## config.mk

```make
export PLATFORM = sky130hd
export DESIGN_NAME = pico_wb_master
export DESIGN_NICKNAME = d
export VERILOG_FILES = /design/src/rtl/pico_wb_master.sv
export SDC_FILE = /design/constraint.sdc
export NUM_CORES = 1
export LEC_CHECK = 0
export BUFFER_PORTS_ARGS = -buffer_cell sky130_fd_sc_hd__buf_2
export CORE_MARGIN = 2
export CORE_UTILIZATION = 43
export DETAILED_ROUTE_END_ITERATION = 6
export PLACE_DENSITY_LB_ADDON = 0.1
export SLEW_MARGIN = 10
export SYNTH_ARGS = -nofsm -noshare
export SYNTH_HDL_FRONTEND = slang
export SYNTH_SLANG_ARGS = --single-unit
```

## constraint.sdc

```tcl
create_clock -name wb_clk_i -period 3.74 [get_ports wb_clk_i]
set_input_delay 0.748 -clock wb_clk_i [delete_from_list [all_inputs] [get_ports wb_clk_i]]
set_output_delay 0.748 -clock wb_clk_i [all_outputs]
set_load 0.01 [all_outputs]
```

## src/rtl/pico_wb_master.sv

```systemverilog
// PicoRV32 native memory port to Wishbone classic single-transfer initiator.
// One mem_valid request becomes one Wishbone cycle; err/timeout end it with zero data.
module pico_wb_master #(
  parameter int unsigned TIMEOUT = 255
) (
  input  logic        wb_clk_i,
  input  logic        arst_i,
  input  logic        mem_valid,
  input  logic [31:0] mem_addr,
  input  logic [31:0] mem_wdata,
  input  logic [3:0]  mem_wstrb,
  output logic        mem_ready,
  output logic [31:0] mem_rdata,
  output logic [31:0] wb_adr_o,
  output logic [31:0] wb_dat_o,
  input  logic [31:0] wb_dat_i,
  output logic [3:0]  wb_sel_o,
  output logic        wb_we_o,
  output logic        wb_stb_o,
  output logic        wb_cyc_o,
  input  logic        wb_ack_i,
  input  logic        wb_err_i,
  output logic        err_o
);

  localparam int unsigned CntW     = 16;
  localparam logic [CntW-1:0] CntLast = CntW'(TIMEOUT - 1);
  localparam bit          TimeoutEn = (TIMEOUT != 0);

  typedef enum logic [1:0] {IDLE, BUSY, DONE} state_e;

  state_e          state_q;
  logic [CntW-1:0] cnt_q;

  always_ff @(posedge wb_clk_i or posedge arst_i) begin
    if (arst_i) begin
      state_q   <= IDLE;
      cnt_q     <= '0;
      mem_ready <= 1'b0;
      mem_rdata <= '0;
      wb_adr_o  <= '0;
      wb_dat_o  <= '0;
      wb_sel_o  <= '0;
      wb_we_o   <= 1'b0;
      wb_stb_o  <= 1'b0;
      wb_cyc_o  <= 1'b0;
      err_o     <= 1'b0;
    end else begin
      case (state_q)
        IDLE: begin
          if (mem_valid) begin
            wb_adr_o <= mem_addr & ~32'h3;
            wb_dat_o <= mem_wdata;
            wb_we_o  <= |mem_wstrb;
            wb_sel_o <= (mem_wstrb != 4'h0) ? mem_wstrb : 4'hF;
            wb_cyc_o <= 1'b1;
            wb_stb_o <= 1'b1;
            cnt_q    <= '0;
            state_q  <= BUSY;
          end
        end
        BUSY: begin
          cnt_q <= cnt_q + CntW'(1);
          // err beats ack; ack on the last allowed cycle beats the timeout
          if (wb_err_i) begin
            wb_cyc_o  <= 1'b0;
            wb_stb_o  <= 1'b0;
            mem_ready <= 1'b1;
            err_o     <= 1'b1;
            mem_rdata <= '0;
            state_q   <= DONE;
          end else if (wb_ack_i) begin
            wb_cyc_o  <= 1'b0;
            wb_stb_o  <= 1'b0;
            mem_ready <= 1'b1;
            if (!wb_we_o) mem_rdata <= wb_dat_i;
            state_q   <= DONE;
          end else if (TimeoutEn && (cnt_q == CntLast)) begin
            wb_cyc_o  <= 1'b0;
            wb_stb_o  <= 1'b0;
            mem_ready <= 1'b1;
            err_o     <= 1'b1;
            mem_rdata <= '0;
            state_q   <= DONE;
          end
        end
        DONE: begin
          mem_ready <= 1'b0;
          err_o     <= 1'b0;
          state_q   <= IDLE;
        end
        default: state_q <= IDLE;
      endcase
    end
  end

endmodule

```

After elaboration in Yosys (flattened, before gate mapping)
Cells that the tools add are included.

Bits in registers: 120. Input port bits: 105. Output and inout port bits: 105. Word-level logic and storage cells: 56.

$add $sub $neg: 1. Eq/ne operators: 8. Muxes and demuxes: 24. Reductions and logical operators: 13.

Operators with widths (number): 2-to-1 mux 32 bit (4); one-hot mux 16 bit (2 select lines) (1); adder 16 x 1 -> 16 bit (second input constant) (1); == test 16 x 8 -> 1 bit (second input constant) (1); 2-to-1 mux 16 bit (1); 2-to-1 mux 1 bit (9); AND reduction 3 bit (3); 2-to-1 mux 2 bit (4); AND reduction 2 bit (4); != test 3 bit (second input constant) (2); one-hot mux 1 bit (2 select lines) (3); 2-to-1 mux 4 bit (1); != test 4 bit (second input constant) (1); one-hot mux 2 bit (2 select lines) (1); nonzero test 2 bit (2); nonzero test 4 bit (1); OR reduction 4 bit (1); != test 3 x 2 -> 1 bit (second input constant) (1); nonzero test 3 bit (1); == test 2 x 1 -> 1 bit (second input constant) (1); == test 2 bit (second input constant) (1); zero test 2 bit (1); != test 2 bit (second input constant) (1).

Depth between registers and ports, before layout
Depth after elaboration: 5. Depth in mapped cells: 7. Gate-level depth less buffers: 6.

Worst setup path after synthesis
Ideal clock, no wire load.

Path kind: register to register. Start: reg cnt_q[0]. End: reg mem_rdata[0]. Setup time: 0.121 ns. Arrival: 1.913 ns. Data required time: 3.619 ns. Setup slack: 1.706 ns. Stages on the path, launching flop included: 8. Buffers on the path: 1. Cell sequence: dfrtp_1 inv_1 ha_1 or4b_4 nor4_4 o31ai_2 buf_6 a22o_1.

Longest elaborated chain between the ends: 3.

RTL lines: start, declared (line 33) `logic [CntW-1:0] cnt_q;`; start signal, assigned (line 63) `cnt_q <= cnt_q + CntW'(1);`; == test 16 x 8 -> 1 bit (line 78) `end else if (TimeoutEn && (cnt_q == CntLast)) begin`; nonzero test 3 bit (no line); AND reduction 3 bit (no line); end signal, assigned (line 76) `if (!wb_we_o) mem_rdata <= wb_dat_i;`; end, declared (line 13) `output logic [31:0] mem_rdata,`.

No other way between the ends. A chain may end at the register's enable or synchronous reset.

Worst setup path after layout
Start: reg state_q[1]. End: reg cnt_q[15].

Longest elaborated chain between the ends: 3. Elaborated cells on any way between the ends: 6. Classes of those cells: 2 x eq/ne; 1 x mux; 3 x reduce/logical.

RTL lines: start, declared (line 32) `state_e state_q;`; start signal, assigned (line 37) `state_q <= IDLE;`; start signal, assigned (line 59) `state_q <= BUSY;`; start signal, assigned (line 71) `state_q <= DONE;`; == test 2 x 1 -> 1 bit / zero test 2 bit (equally long branches) (line 49) `case (state_q)`; nonzero test 2 bit (no line) / != test 2 bit (equally long branches); AND reduction 2 bit (no line).

Several ways; a longest one is shown, not always the timed one.

==> metrics.log <==
INFO  metric status = finished, final reports clean
INFO  metric worst_setup_path_start_kind = flop
INFO  metric timing.critical_path.fanout_max = 15
INFO  metric clockPowerShare = 0.281
INFO  metric period_needed = 2.697 ns
INFO  metric fp.dieH = 110.6 um
INFO  metric cellLeakagePower = 3.365 nW
INFO  metric gp_routability_congestion = 0.7417
INFO  metric crit_start = state_q[1]$_DFFE_PP0P_
INFO  metric achievable-frequency = 370.8 MHz
INFO  metric synth.top_cells.by_area = sky130_fd_sc_hd__dfrtp_1, sky130_fd_sc_hd__mux2_2, sky130_fd_sc_hd__a22o_1
INFO  metric dp_cells = 694
INFO  metric worst_r2r_endpoint = cnt_q[15]$_DFFE_PP0P_
INFO  metric cts_num_sinks = 120
INFO  metric final_layout_size_suffix_gt1_frac = 0.5451
INFO  metric transition_at_the_pin_with_the_smallest_max_transition_slack = 0.9990 ns
INFO  metric grt_pass1_vias = 3888
INFO  metric seq_area = 3003 um2
INFO  metric drc_errors = 0
INFO  metric clkTransAtPathRegs = 0.05 ns
INFO  metric numPortBuffers = 205
INFO  metric number_of_cells_on_the_worst_reg_to_reg_path = 6
INFO  metric die_area = 12230 um2
INFO  metric worst_setup_path_endpoint = cnt_q[15]$_DFFE_PP0P_
INFO  metric ant_nets = 0
INFO  metric grt_first_pass_wirelength = 18.78 mm
INFO  metric dr_total_vias = 3668
INFO  metric required = 4.04 ns
INFO  metric fin_tns_setup = 0 ns
INFO  metric synthesis.area_per_instance = 13.57 um2
INFO  metric grt_max_degree = 43
INFO  metric ctsLongestPathBuffers = 2
INFO  metric place_area = 6065 um2
INFO  metric yosysTopAreaCell = sky130_fd_sc_hd__dfrtp_1
INFO  metric worstSetupEndpointType = flop
INFO  metric timing.critical_path.cells = inv_1, ha_1, mux2i_1, nor4_1, a31oi_1, a41o_1
INFO  metric synthesis.area = 4885 um2
INFO  metric cts_tree = yes
INFO  metric combinational_power_share = 0.342
INFO  metric finalSetupViolations = 0
INFO  metric postLayoutCellArea = 6670 um2
INFO  metric first_pass_iters = 4
INFO  metric power_switching = 1.823 mW
INFO  metric start_util = 0.4447
INFO  metric worst_ir_drop_vdd = 0.0005787 V
INFO  metric report.final.slew_viol_count = 0
INFO  metric ys_types = 42
INFO  metric data_arrival_time_of_the_critical_path = 2.99 ns
INFO  metric yosysSeqAreaShare = 0.6148
INFO  metric internal-power = 3.838 mW
INFO  metric fill_cells = 901
INFO  metric asyncSetResetFlopFracSynth = 1.000
INFO  metric grt_antenna_before_repair = 0
INFO  metric report.final.hold_viol_count = 0
INFO  metric horizontal_die_dimension = 110.6 um
INFO  metric drt-initial-drc-count = 158
INFO  metric gr-usage-all-layers = 0.1932
INFO  metric synth_top_flop_cell = sky130_fd_sc_hd__dfrtp_1
INFO  metric sw_frac_of_total = 0.3220
INFO  metric multi_input_area = 1763 um2
INFO  metric timing.max_slew.rel_slack = 0.3150
INFO  metric num_rows = 38
INFO  metric synth_warnings = 0
INFO  metric clock_insertion_delay_worst_skew = 0.41 ns
INFO  metric post_cts.resized_instances = 0
INFO  metric unrepaired_setup_endpoints_after_global_routing = no
INFO  metric setup.worst_path.class = reg -> reg
INFO  metric drt-wirelength-per-cell = 15.81 um
INFO  metric global_route.overflow_total = 0
INFO  metric synthesized_instance_count = 360
INFO  metric detail_route.wirelength = 11.50 mm
INFO  metric synth_top_cell_area_share = 0.6148
INFO  metric layout.cells.non_filler = 727
INFO  metric seq_power_share = 0.377
INFO  metric ctsHoldBuffers = 0
INFO  metric clock_tree.htree_level_count = 4
INFO  metric yosys-top-cells-count = sky130_fd_sc_hd__dfrtp_1, sky130_fd_sc_hd__mux2_2, sky130_fd_sc_hd__a22o_1
INFO  metric layout.nets = 684
INFO  metric syn_to_final_growth = 36.55%
INFO  metric insertedDiodeCount = 0
INFO  metric worst_hold_path_type = reg -> reg
INFO  metric synth_edf_count = 0
INFO  metric dp.final_hpwl = 8.355 mm
INFO  metric post-cts-setup-buffer-count = 0
INFO  metric utilization = 0.6073
INFO  metric via_per_inst = 5.045
INFO  metric cpMaxStageDelayCell = sky130_fd_sc_hd__nor4_1
INFO  metric worst_hold_startpoint = wb_sel_o[1]$_DFFE_PP0P_
INFO  metric root_buffer = sky130_fd_sc_hd__clkbuf_16
INFO  metric timing.clock.skew = 0.008143 ns
INFO  metric synth.most_common_cell = sky130_fd_sc_hd__dfrtp_1
INFO  metric crit_path_max_incr_delay = 0.85 ns
INFO  metric ff2ff_setup_slack = 1.04 ns
INFO  metric power.density = 848.7 nW/um2
INFO  metric core_area = 10980 um2
INFO  metric totalPowerFinal = 5.661 mW
INFO  metric pin_count = 210
INFO  metric worst_r2r_startpoint = state_q[1]$_DFFE_PP0P_
INFO  metric synth.ff_latch_count = 120
INFO  metric final_min_period_over_clock_period = 0.7211
INFO  metric cts_inserted_buffers = 17
INFO  metric maxCapViolCount = 0
[per-layer routing]
metal | vias to the layer above | GRT usage | routed length, um
li1 | 1726 | - | -
met1 | 1773 | 0.2269 | 4683
met2 | 151 | 0.3104 | 5685
met3 | 18 | 0.07794 | 927
met4 | 0 | 0.09083 | 199
met5 | - | 0 | 0
[flip-flops by register name, indices dropped and copies added, names as in the netlist]
register and count:
mem_rdata 32, wb_dat_o 32, wb_adr_o 30, cnt_q 16, wb_sel_o 4, state_q 2
err_o 1, mem_ready 1, wb_cyc_o 1, wb_we_o 1
[worst min-delay path by stage]
stage | endpoint | cells after the start
2_1_floorplan | cnt_q[1]$_DFFE_PP0P_ | 2
3_3_place_gp | wb_sel_o[2]$_DFFE_PP0P_ | 2
3_5_place_dp | wb_sel_o[1]$_DFFE_PP0P_ | 2
4_1_cts | wb_sel_o[1]$_DFFE_PP0P_ | 2
5_1_grt | wb_sel_o[1]$_DFFE_PP0P_ | 2
6_report | wb_sel_o[1]$_DFFE_PP0P_ | 2
[kinds of logic (layout without fill, tap and decap cells)]
kind of cell | Yosys count | count (layout) | synth area share
DFF | 120 | 120 | 0.6148
and+or+nand+nor | 69 | 69 | 0.07684
muxes | 68 | 68 | 0.1552
AOI/OAI and AO/OA | 62 | 62 | 0.09862
buffers and inverters | 28 | 254 | 0.02843
xor gates and xnor gates | 7 | 7 | 0.01255
adders and majority gates | 5 | 5 | 0.01281
other | 1 | 2 | 0.0007677
[power groups by stage]
| stage | logic [mW] | clock network, mW | registers (mW) |
|---|---|---|---|
| 6_report | 1.93 | 1.59 | 2.14 |
| 4_1_cts | 1.96 | 1.64 | 2.14 |
| 5_1_grt | 2.10 | 1.68 | 2.21 |
| 3_5_place_dp | 1.95 | 0 | 2.15 |
| 3_3_place_gp | 1.92 | 0 | 2.12 |
| 2_1_floorplan | 0.904 | 0 | 2.39 |
[cell type report]
cell class              instances  area share
flip-flops and latches        120      0.4502
multi-input cells             213      0.2643
repair buffers                215      0.1662
clock buffers                  20     0.06997
well taps                     140     0.02626
clock inverters                12     0.01857
inverters                       7    0.004502
[critical path: cells and delay by family (launching register included)]
| family | cells | cell delay (ns) |
|---|---|---|
| fa+ha+maj | 1 | 0.40 |
| buf+inv | 1 | 0.11 |
| compound gates | 2 | 0.43 |
| flops | 1 | 0.40 |
| mux | 1 | 0.41 |
| simple gates | 1 | 0.85 |
[cells in the final DEF (no fill, tap or decap), types with 2 or more instances in the layout]
cell type,instances
sky130_fd_sc_hd__dfrtp_1,120
sky130_fd_sc_hd__clkinvlp_4,5
sky130_fd_sc_hd__nand2b_1,2
sky130_fd_sc_hd__nand4_1,3
sky130_fd_sc_hd__nand3_1,5
sky130_fd_sc_hd__clkbuf_16,17
sky130_fd_sc_hd__buf_4,9
sky130_fd_sc_hd__a21oi_1,4
sky130_fd_sc_hd__clkbuf_8,3
sky130_fd_sc_hd__nand2_1,14
sky130_fd_sc_hd__a22o_1,31
sky130_fd_sc_hd__clkinv_2,5
sky130_fd_sc_hd__or3_1,4
sky130_fd_sc_hd__inv_1,6
sky130_fd_sc_hd__bufinv_16,2
sky130_fd_sc_hd__xnor2_1,7
sky130_fd_sc_hd__nor4_1,5
sky130_fd_sc_hd__nor3_1,9
sky130_fd_sc_hd__o21ai_0,13
sky130_fd_sc_hd__conb_1,2
sky130_fd_sc_hd__a31oi_1,2
sky130_fd_sc_hd__nor2_1,16
sky130_fd_sc_hd__a41o_1,2
sky130_fd_sc_hd__buf_2,205
sky130_fd_sc_hd__a22o_2,2
sky130_fd_sc_hd__mux2i_1,6
sky130_fd_sc_hd__ha_1,5
sky130_fd_sc_hd__mux2_2,62
sky130_fd_sc_hd__o31ai_1,2
[through the flow]
stage               worst slack (ns)  hold WS, ns
detailed placement             1.012       0.4669
global placement               1.093       0.4641
finish                         1.043       0.4757
floorplan                      1.523       0.5008
CTS                            1.003       0.4791
global route                  0.8223       0.4979
Power figures use the tool's default switching activity.
